## config.mk

```make
export PLATFORM = sky130hd
export DESIGN_NAME = seq_detect_arbiter
export DESIGN_NICKNAME = d
export VERILOG_FILES = /design/src/rtl/seq_det_pkg.sv /design/src/rtl/rr_arbiter_4.sv /design/src/rtl/seq_detect_arbiter.sv
export SDC_FILE = /design/constraint.sdc
export NUM_CORES = 1
export LEC_CHECK = 0
export BUFFER_PORTS_ARGS = -buffer_cell sky130_fd_sc_hd__buf_4
export CAP_MARGIN = 20
export CORE_MARGIN = 10
export CORE_UTILIZATION = 45
export DETAILED_ROUTE_END_ITERATION = 10
export HOLD_SLACK_MARGIN = 0.15
export PLACE_DENSITY = 0.67
export SYNTH_ARGS = -nofsm -noshare
export SYNTH_HDL_FRONTEND = slang
export SYNTH_SLANG_ARGS = --single-unit
```

## constraint.sdc

```tcl
create_clock -name clk -period 5.54 [get_ports clk]
set_input_delay 0.831 -clock clk [delete_from_list [all_inputs] [get_ports clk]]
set_output_delay 0.831 -clock clk [all_outputs]
set_load 0.01 [all_outputs]
```

## src/rtl/seq_det_pkg.sv

```systemverilog
// seq_det_pkg: shared channel count, context encodings and the 1011 next-state function
package seq_det_pkg;
  localparam int NCH = 4;
  typedef enum logic [2:0] {
    IDLE = 3'd0,
    G1   = 3'd1,
    G10  = 3'd2,
    G101 = 3'd3,
    HIT  = 3'd4
  } state_e;
  function automatic state_e next_state(input state_e s, input logic b);
    case (s)
      IDLE:    next_state = b ? G1 : IDLE;
      G1:      next_state = b ? G1 : G10;
      G10:     next_state = b ? G101 : IDLE;
      G101:    next_state = b ? HIT : G10;
      HIT:     next_state = b ? G1 : G10;
      default: next_state = IDLE;
    endcase
  endfunction
endpackage

```

## src/rtl/rr_arbiter_4.sv

```systemverilog
// rr_arbiter_4: one-hot round-robin grant, search starting at ptr
module rr_arbiter_4 (
  input  logic [3:0] req_masked,
  input  logic [1:0] ptr,
  output logic [3:0] grant
);
  // scanning from the farthest offset down lets the nearest requester overwrite the rest
  always_comb begin
    grant = '0;
    for (int i = 3; i >= 0; i--)
      if (req_masked[ptr + 2'(i)]) begin
        grant = '0;
        grant[ptr + 2'(i)] = 1'b1;
      end
  end
endmodule

```

## src/rtl/seq_detect_arbiter.sv

```systemverilog
// seq_detect_arbiter: four channels share one 1011 pattern engine through round-robin arbitration
module seq_detect_arbiter
  import seq_det_pkg::*;
#(
  parameter int CNT_W = 8
) (
  input  logic             clk,
  input  logic             rst,
  input  logic [3:0]       req,
  input  logic [3:0]       bit_in,
  input  logic [3:0]       clr,
  output logic [3:0]       grant,
  output logic             det_valid,
  output logic [1:0]       det_ch,
  input  logic [1:0]       cnt_sel,
  output logic [CNT_W-1:0] cnt_out
);
  state_e           ctx_q [NCH];
  state_e           ctx_d [NCH];
  logic [CNT_W-1:0] cnt_q [NCH];
  logic [CNT_W-1:0] cnt_d [NCH];
  logic [1:0]       ptr_q, ptr_d, k, det_ch_q;
  logic             det_valid_q, hit;
  logic [3:0]       arb_grant;
  state_e           nxt;
  rr_arbiter_4 u_arb (
    .req_masked(req & ~clr),
    .ptr       (ptr_q),
    .grant     (arb_grant)
  );
  assign grant     = rst ? 4'b0 : arb_grant;
  assign k         = {arb_grant[3] | arb_grant[2], arb_grant[3] | arb_grant[1]};
  assign nxt       = next_state(ctx_q[k], bit_in[k]);
  assign hit       = |arb_grant && nxt == HIT;
  assign det_valid = det_valid_q;
  assign det_ch    = det_ch_q;
  assign cnt_out   = cnt_q[cnt_sel];
  // clr is applied last so it overrides any engine update on the same channel
  always_comb begin
    ctx_d = ctx_q;
    cnt_d = cnt_q;
    ptr_d = ptr_q;
    if (|arb_grant) begin
      ctx_d[k] = nxt;
      ptr_d    = k + 2'd1;
      if (hit && cnt_q[k] != '1) cnt_d[k] = cnt_q[k] + CNT_W'(1);
    end
    for (int i = 0; i < NCH; i++)
      if (clr[i]) begin
        ctx_d[i] = IDLE;
        cnt_d[i] = '0;
      end
  end
  always_ff @(posedge clk or posedge rst) begin
    if (rst) begin
      for (int i = 0; i < NCH; i++) begin
        ctx_q[i] <= IDLE;
        cnt_q[i] <= '0;
      end
      ptr_q       <= '0;
      det_valid_q <= 1'b0;
      det_ch_q    <= '0;
    end else begin
      ctx_q       <= ctx_d;
      cnt_q       <= cnt_d;
      ptr_q       <= ptr_d;
      det_valid_q <= hit;
      det_ch_q    <= k;
    end
  end
endmodule

```

**Yosys cells after proc, flatten, opt, wreduce, memory -nomap -nowiden**

Cells that the tools add are included.

- Output and inout port bits: 15
- Register bits: 49

- Eq/ne operators: 6
- $add $sub $neg: 5
- Mux-type cells: 54
- $lt $le $gt $ge: 12
- Reduce and logical (&&, ||, !) cells: 22
- Bitwise gates (word level): 6

Operators with widths:

| kind | count |
|---|---|
| 8-bit two-way mux | 9 |
| 32-bit two-way mux | 2 |
| 8-bit binary-select mux with 2-bit select | 2 |
| 32-bit bitwise mux | 1 |
| 3-bit two-way mux | 8 |
| 4-bit two-way mux | 5 |
| 8-bit demux with 2-bit select | 1 |
| 2-bit nonzero test | 8 |
| 2-bit by 3-bit less-than comparator with 1-bit output, second input constant | 5 |
| 12-bit bitwise mux | 1 |
| 12-bit two-way mux | 1 |
| 3-bit case mux with 4 select lines | 1 |
| 1-bit binary-select mux with 2-bit select | 5 |
| 1-bit two-way mux | 10 |
| 8-bit by 1-bit adder with 8-bit output, second input constant | 1 |
| 1-bit demux with 2-bit select | 4 |
| 2-bit by 1-bit greater-or-equal comparator with 1-bit output, second input constant | 4 |
| 8-bit inequality test, second input constant | 1 |
| 2-bit AND reduction | 4 |
| 1-bit logical AND | 7 |
| 3-bit binary-select mux with 2-bit select | 1 |
| 3-bit demux with 2-bit select | 1 |
| 3-bit by 2-bit == test with 1-bit output, second input constant | 2 |
| 3-bit == test, second input constant | 2 |
| other kinds (13) | 19 |

**Depth between registers and ports, before layout**

Gate-level depths: netlist of run 1.

- Word-level depth: 23
- Gate-level depth with buffers: 17
- Mapped depth without buffers: 13

**By module**

From an unflattened synthesis of run 1, not the netlist that was laid out.

- Cell total of the unflattened synthesis: 366
- Area, all modules: 3514.6 um^2

Modules (own cells, without submodules):

| module | cells each | times used | sequential area each (um^2) | area an instance (um^2) |
|---|---|---|---|---|
| seq_detect_arbiter | 319 | 1 | 1226.2 | 3101.7 |
| rr_arbiter_4 | 47 | 1 | 0.0 | 412.9 |

**Worst setup path after synthesis of run 1**

OpenSTA, ideal clock, no wires.

- Kind: input port to flip-flop
- Start point: in req[1]
- End point: reg cnt_q[3] in the netlist's numbering
- Arrival: 4.361 ns
- Cell stages on the path: 13
- Slack: 1.057 ns
- Data required time: 5.418 ns
- Path buffers: 2
- Path through: and4b_1 or4_4 a211o_1 o221ai_2 o21ai_0 a221oi_1 ha_1 o2111ai_1 or4_4 nor2b_2 buf_6 buf_6 a32o_1

- Longest elaborated chain between the ends: 20
- Elaborated cells on any way between the ends: 53
- Those cells by class: add/sub: 1; order compare: 2; eq/ne: 6; mux: 31; bitwise: 4; reduce/logical: 9

Ends and longest elaborated chain:

| what | line | text |
|---|---|---|
| start: declaration | seq_detect_arbiter.sv:9 | `input logic [3:0] req,` |
| 4-bit bitwise AND * | seq_detect_arbiter.sv:27 | `.req_masked(req & ~clr),` |
| 1-bit binary-select mux with 2-bit select | rr_arbiter_4.sv:11 | `if (req_masked[ptr + 2'(i)]) begin` |
| 1-bit two-way mux (not written as such) | rr_arbiter_4.sv:11 |  |
| 4-bit two-way mux (3 in a row) | rr_arbiter_4.sv:11 |  |
| 4-bit two-way mux * | rr_arbiter_4.sv:11 |  |
| 1-bit OR | seq_detect_arbiter.sv:32 | `assign k = {arb_grant[3] \| arb_grant[2], arb_grant[3] \| arb_grant[1]};` |
| 2-bit inverter with 3-bit output (not written as such) | seq_detect_arbiter.sv:33, seq_detect_arbiter.sv:46 |  |
| 3-bit binary-select mux with 2-bit select | seq_detect_arbiter.sv:33 | `assign nxt = next_state(ctx_q[k], bit_in[k]);` |
| 3-bit two-way mux (not written as such) (2 in a row) | seq_detect_arbiter.sv:33 |  |
| 3-bit == test / 3-bit by 1-bit == test with 1-bit output (equally long branches) | seq_det_pkg.sv:12 | `case (s)` |
| 2-bit OR reduction (no source line) | n/a |  |
| 3-bit case mux with 4 select lines | seq_det_pkg.sv:12 |  |
| 3-bit == test | seq_detect_arbiter.sv:34 | `assign hit = \|arb_grant && nxt == HIT;` |
| 1-bit logical AND | seq_detect_arbiter.sv:34 |  |
| 1-bit logical AND | seq_detect_arbiter.sv:46 | `if (hit && cnt_q[k] != '1) cnt_d[k] = cnt_q[k] + CNT_W'(1);` |
| 2-bit nonzero test (no source line) | n/a |  |
| 2-bit AND reduction (no source line) | n/a |  |
| end signal: assignment | seq_detect_arbiter.sv:65 | `cnt_q <= cnt_d;` |
| end: declaration | seq_detect_arbiter.sv:20 | `logic [CNT_W-1:0] cnt_q [NCH];` |

Every way passes the cells marked *; elsewhere a longest branch is shown, timed or not. The select of a mux whose other input is x is not followed.
A chain may end at the register's enable or synchronous reset.

**Worst setup path after layout of run 1**

- Start point: reg ptr_q[0]
- End point: reg cnt_q[30] in the netlist's numbering

- Longest elaborated chain between the ends: 22
- Elaborated cells on any way between the ends: 75
- Those cells by class: add/sub: 4; order compare: 10; eq/ne: 6; mux: 39; bitwise: 3; reduce/logical: 13

Ends and longest elaborated chain:

| what | line | text |
|---|---|---|
| start: declaration | seq_detect_arbiter.sv:22 | `logic [1:0] ptr_q, ptr_d, k, det_ch_q;` |
| start signal: assignment | seq_detect_arbiter.sv:66 | `ptr_q <= ptr_d;` |
| 2-bit adder | rr_arbiter_4.sv:11, rr_arbiter_4.sv:13 |  |
| 2-bit by 3-bit less-than comparator with 1-bit output (not written as such) / 2-bit by 1-bit greater-or-equal comparator with 1-bit output (equally long branches) | rr_arbiter_4.sv:13 | `grant[ptr + 2'(i)] = 1'b1;` |
| 1-bit logical AND (not written as such) | rr_arbiter_4.sv:13 |  |
| 1-bit two-way mux (not written as such) | rr_arbiter_4.sv:13 |  |
| 1-bit demux with 2-bit select | n/a |  |
| 4-bit two-way mux (3 in a row) | rr_arbiter_4.sv:11 |  |
| 4-bit two-way mux * | rr_arbiter_4.sv:11 |  |
| 1-bit OR | seq_detect_arbiter.sv:32 |  |
| [... 4 more ...] | n/a |  |
| 3-bit == test / 3-bit by 1-bit == test with 1-bit output (equally long branches) | seq_det_pkg.sv:12 |  |
| 2-bit OR reduction (no source line) | n/a |  |
| 3-bit case mux with 4 select lines | seq_det_pkg.sv:12 |  |
| 3-bit == test | seq_detect_arbiter.sv:34 |  |
| 1-bit logical AND | seq_detect_arbiter.sv:34 |  |
| 1-bit logical AND | seq_detect_arbiter.sv:46 |  |
| 2-bit nonzero test (no source line) | n/a |  |
| 2-bit AND reduction (no source line) | n/a |  |

Marks and branches as above.

==> impl_metrics.env, run 1 <==
export IMPL_drt_iter0_drc=257
export IMPL_skew_ps=7.87
export IMPL_dr_total_vias=2856
export IMPL_outcome="complete, no violations"
export IMPL_dp_cells=420
export IMPL_tritoncts="built"
export IMPL_path_cells="inv_1, ha_1, mux4_2, nor3_1, a211o_1, o21ai_0, a221oi_1, ha_1, o2111ai_1, or4_4, a31oi_2, a22o_1"
export IMPL_syn_area_per_cell_sq_um=11.1
export IMPL_dr_pass1_iters=5
export IMPL_gp_congestion=0.890
export IMPL_yosysWarnings=0
export IMPL_cts_max_level=2
export IMPL_crit_path_start_kind="flip-flop"
export IMPL_hold_violations=0
export IMPL_endpoint="cnt_q[30]$_DFFE_PP0P_"
export IMPL_cp_common_cell="ha_1"
export IMPL_die_h_microns=107
export IMPL_ios=31
export IMPL_drive_gt1_share_pct=24.2
export IMPL_grt_max_degree=51
export IMPL_r2r_end="cnt_q[30]$_DFFE_PP0P_"
export IMPL_dp_hpwl_microns=6760
export IMPL_crit_type="reg2reg"
export IMPL_drc_errors=0
export IMPL_synth_seq_area_share_pct=36.4
export IMPL_cts_setup_buffers=0
export IMPL_final_util_pct=52.4
export IMPL_tns_ps=0
export IMPL_worst_slew_pin_slew_ps=925
export IMPL_grt_pass1_vias=2916
export IMPL_grt_usage_pct=16.9
export IMPL_final_cells=429
export IMPL_rows=31
export IMPL_ys_types=59
export IMPL_slew_headroom_pct=38.1
export IMPL_port_buffer_count=30
export IMPL_max_freq_mhz=194
export IMPL_routedWlPerCell_microns=22.0
export IMPL_maxCapViolCount=0
export IMPL_synthCells=303
export IMPL_holdWs_ps=522
export IMPL_drt_total_wl_microns=9440
export IMPL_netlist_area_sq_um=3370
export IMPL_arrival_ps=5390
export IMPL_cts_resized=0
export IMPL_hold_class="reg2reg"
export IMPL_via_per_inst=6.66
export IMPL_dieArea_sq_um=11300
export IMPL_worstSetupEndpointType="flip-flop"
export IMPL_cpPeakStageDelay_ps=660
export IMPL_cts_buffer_depth=2
export IMPL_grt_pass1_wl_microns=15600
export IMPL_async_flop_share_pct=100
export IMPL_cts_root_buf="clkbuf_8"
export IMPL_crit_slowest_cell="dfrtp_1"
export IMPL_antenna_cells=0
export IMPL_synth_fp_nets=332
export IMPL_ys_seq_elements=49
export IMPL_cts_hold_fix_buffers=0
export IMPL_slew_viol_final=0
export IMPL_reg2reg_depth=12
export IMPL_synth_edff_count=0
export IMPL_timing_rr_start="ptr_q[0]$_DFFE_PP0P_"
export IMPL_fin_crit_sh_pct=92.9
export IMPL_period_needed_ps=5150
export IMPL_dieWidth_microns=107
export IMPL_grt_setup_unrepaired="no"
export IMPL_grt_overflow=0
export IMPL_clock_sinks=49
export IMPL_nets=358
export IMPL_path_clk_slew_ps=90
export IMPL_synth_flop_cell="dfrtp_1"
export IMPL_core_sq_um=7250
export IMPL_cp_max_fo=13
export IMPL_synthTopCellsByArea="dfrtp_1 36%, mux4_2 8.7%, a32o_1 8.3%, ha_1 4.8%, mux2i_1 3.9%"
export IMPL_ant_nets=0
export IMPL_clock_latency_ps=300
export IMPL_numCtsBuffers=5
export IMPL_cp_data_required_time_ps=5790
export IMPL_yosys_top_cells_count="49 x dfrtp_1, 28 x a32o_1, 22 x nor2_1"
export IMPL_post_synth_top_count_cell="dfrtp_1"
export IMPL_syn_to_final_growth_pct=12.9
export IMPL_synth_top_area_share_pct=36.4
export IMPL_reg2reg_slack_ps=390
export IMPL_start_util_pct=46.4
export IMPL_antenna_found_initial=0
export IMPL_yosysTopAreaCell="dfrtp_1"
export IMPL_crit_start="ptr_q[0]$_DFFE_PP0P_"
export IMPL_setup_viol=0
-- layer usage --
| metal | share of wire (%) | routed length (microns) | up-vias | track usage [%] |
|---|---|---|---|---|
| met5 | 0 | 0 | - | 0 |
| met4 | 1.4 | 130 | 0 | 5.13 |
| met3 | 5.3 | 501 | 11 | 2.66 |
| met2 | 48 | 4530 | 102 | 28.1 |
| met1 | 45 | 4280 | 1475 | 21.9 |
| li1 | - | - | 1268 | - |
-- sequential cells by signal, indices dropped and copies added (netlist names) --
signal     flops
det_valid      1
det_ch         2
cnt_q         32
ptr_q          2
ctx_q         12
-- worst min-delay path by stage --
stage | cells past startpoint | end | startpoint | slack (ps)
floorplan | 1 | cnt_q[7]$_DFFE_PP0P_ | cnt_q[7]$_DFFE_PP0P_ | 470
finish | 1 | cnt_q[15]$_DFFE_PP0P_ | cnt_q[15]$_DFFE_PP0P_ | 520
CTS | 1 | cnt_q[15]$_DFFE_PP0P_ | cnt_q[15]$_DFFE_PP0P_ | 520
detailed placement | 1 | cnt_q[15]$_DFFE_PP0P_ | cnt_q[15]$_DFFE_PP0P_ | 500
global placement | 1 | cnt_q[0]$_DFFE_PP0P_ | cnt_q[0]$_DFFE_PP0P_ | 500
global route | 1 | cnt_q[15]$_DFFE_PP0P_ | cnt_q[15]$_DFFE_PP0P_ | 530
-- cell type report --
type,count,area [sq um]
Clock buffer,7,86.3
Clock inverter,1,30.0
Fill cell,660,3450
Inverter,11,41.3
Multi-Input combinational cell,225,2000
Sequential cell,49,1230
Tap cell,99,124
Timing Repair Buffer,37,290
-- cell families (layout without fill, tap and decap cells) --
logic type      Yosys count  after routing  synth area share [%]
flops                    49             49                  36.4
fa+ha+maj                13             13                  4.83
xor+xnor                  5              5                  1.30
mux                      28             28                  13.2
simple gates             81             81                  13.9
compound gates           98             98                  26.3
buf+inv                  29             56                  4.05
-- placed cells by master, fill, tap and decap left out, drive strengths merged, types with 6 or more instances in the layout --
master  instances
a211oi         12
a21oi           9
a32o           28
and2            6
buf            37
clkbuf          7
dfrtp          49
ha             13
inv            11
mux2i          13
mux4           13
nand2          12
nor2           22
nor2b           8
nor3            6
o21ai           8
o22ai           6
-- per-stage QoR --
step / worst slack (ps) / instance area, sq um
after floorplan: 1060 / 3370
after global placement: 661 / 3670
after detailed placement: 437 / 3670
after CTS: 405 / 3780
after global routing: 24.1 / 3800
final: 395 / 3800
-- critical path: cells and delay by family, from the launching register on --
family | cells | cell delay [ps]
multiplexers | 1 | 370
buffers and inverters | 1 | 260
flip-flops | 1 | 660
adder cells (fa/ha/maj) | 2 | 690
AND/OR/NAND/NOR | 2 | 1020
AO/OA/AOI/OAI | 6 | 2090
Power of run 1 is left out: the tool's default activity adds up to more than one toggle a clock period on the data nets, which glitch-free logic cannot reach.
==> run 2, diff against run 1 <==
--- a/config.mk
+++ b/config.mk
@@ -8,10 +8,10 @@
 export BUFFER_PORTS_ARGS = -buffer_cell sky130_fd_sc_hd__buf_4
 export CAP_MARGIN = 20
 export CORE_MARGIN = 10
-export CORE_UTILIZATION = 45
+export CORE_UTILIZATION = 31
 export DETAILED_ROUTE_END_ITERATION = 10
 export HOLD_SLACK_MARGIN = 0.15
-export PLACE_DENSITY = 0.67
+export PLACE_DENSITY = 0.51
 export SYNTH_ARGS = -nofsm -noshare
 export SYNTH_HDL_FRONTEND = slang
 export SYNTH_SLANG_ARGS = --single-unit
==> impl_metrics.env, run 2 (synthesized netlist as in run 1, its figures left out) <==
export IMPL_grt_usage_pct=12.4
export IMPL_crit_type="reg2reg"
export IMPL_nFillCells=1063
export IMPL_gp_congestion=0.807
export IMPL_wl_met2_microns=4730
export IMPL_final_cells=469
export IMPL_slew_viol_final=0
export IMPL_grt_pass1_vias=2790
export IMPL_final_cell_mix="49 x dfrtp_1, 40 x buf_4, 28 x a32o_1, 22 x nor2_1"
export IMPL_tns_ps=0
export IMPL_drc_errors=0
export IMPL_final_util_pct=36.6
export IMPL_grt_max_degree=50
export IMPL_clock_latency_ps=310
export IMPL_worst_slew_pin_slew_ps=940
export IMPL_cp_data_required_time_ps=5790
export IMPL_hold_class="reg2reg"
export IMPL_cp_max_fo=10
export IMPL_dieArea_sq_um=15400
export IMPL_grt_pass1_wl_microns=16000
export IMPL_via_per_inst=6.04
export IMPL_period_needed_ps=4990
export IMPL_drive_gt1_share_pct=25.2
export IMPL_drt_total_wl_microns=9910
export IMPL_slew_headroom_pct=37.2
export IMPL_start_util_pct=32.2
export IMPL_grt_setup_unrepaired="no"
export IMPL_dr_total_vias=2831
export IMPL_wl_met1_microns=4380
export IMPL_reg_largest_list="cnt_q (32), ctx_q (12)"
export IMPL_port_buffer_count=30
export IMPL_rows=37
export IMPL_antenna_found_initial=0
export IMPL_crit_path_start_kind="flip-flop"
export IMPL_max_freq_mhz=200
export IMPL_cts_hold_fix_buffers=0
export IMPL_cts_max_level=2
export IMPL_arrival_ps=5250
export IMPL_maxCapViolCount=0
export IMPL_dr_pass1_iters=5
export IMPL_numCtsBuffers=5
export IMPL_dp_hpwl_microns=7050
export IMPL_route_met3_wl_microns=663
export IMPL_antenna_cells=0
export IMPL_worstSetupEndpointType="flip-flop"
export IMPL_drt_iter0_drc=188
export IMPL_pre_cts_ws_ps=364
export IMPL_grt_overflow=0
export IMPL_ant_nets=0
export IMPL_dp_cells=461
export IMPL_cts_root_buf="clkbuf_8"
export IMPL_die_h_microns=124
export IMPL_outcome="complete, no violations"
export IMPL_ios=31
export IMPL_nets=361
export IMPL_setup_viol=0
export IMPL_cts_buffer_depth=2
export IMPL_syn_to_final_growth_pct=13.7
export IMPL_topRoutingLayerUsed="met4"
export IMPL_regMostFlops="cnt_q"
export IMPL_cts_resized=0
export IMPL_clock_sinks=49
export IMPL_core_sq_um=10500
export IMPL_hold_violations=0
export IMPL_skew_ps=8.88
export IMPL_layout_setup_ws_ps=545
export IMPL_routedWlPerCell_microns=21.1
export IMPL_path_clk_slew_ps=100
export IMPL_fin_crit_sh_pct=90.2
export IMPL_final_common_cell="dfrtp_1"
export IMPL_dieWidth_microns=124
export IMPL_cts_setup_buffers=0
export IMPL_tritoncts="built"
export IMPL_largest_reg_flops=32
run 2: cell count changes in the layout (fill, tap and decap cells not counted), sizes merged:
| cell | previous run | this run |
|---|---|---|
| clkinvlp | 0 | 1 |
| clkinv | 0 | 2 |
| bufinv | 1 | 0 |
| clkbuf | 7 | 5 |
| buf | 37 | 40 |
run 2: through the flow:
stage	hold slack [ps]	instance area [sq um]
global route	544	3830
floorplan	474	3370
detailed placement	508	3740
finish	531	3830
global placement	498	3740
CTS	531	3830
run 2: final cells by class:
cell class	instances	area, sq um	area share [%]
Timing Repair Buffer	40	300	7.84
Inverter	11	41.3	1.08
Sequential cell	49	1230	32.0
Clock buffer	5	68.8	1.80
Multi-Input combinational cell	225	2000	52.4
Tap cell	136	170	4.44
Clock inverter	3	17.5	0.458
run 2: metal layers:
layer  global-route usage [%]  up-vias
li1                         -     1272
met1                     16.8     1440
met2                     20.2      106
met3                     1.95       13
met4                     3.14        0
met5                        0        -
run 2: final timing paths:
kind                            slack, ps            startpoint                     to  cells past startpoint
min in group asynchronous             700                   rst   ptr_q[0]$_DFFE_PP0P_                      3
max in group asynchronous            4400                   rst   cnt_q[9]$_DFFE_PP0P_                      3
worst max-delay path                  550  ptr_q[1]$_DFFE_PP0P_  cnt_q[22]$_DFFE_PP0P_                     12
worst min-delay path                  530  ctx_q[9]$_DFFE_PP0P_   ctx_q[9]$_DFFE_PP0P_                      2
worst max register to register        550  ptr_q[1]$_DFFE_PP0P_  cnt_q[22]$_DFFE_PP0P_                     12
worst min register to register        530  ctx_q[9]$_DFFE_PP0P_   ctx_q[9]$_DFFE_PP0P_                      2
run 2: worst max-delay path, stage by stage, from the launching register on:
cell and delay, ps:
dfrtp_1 510, inv_1 210, ha_1 390, mux4_2 380, nor3_1 520, a211o_1 470, o21ai_0 340, a221oi_1 440
ha_1 270, o2111ai_1 130, or4_4 490, a31oi_2 560, a22o_1 230
Power of run 2 is left out for the same reason.
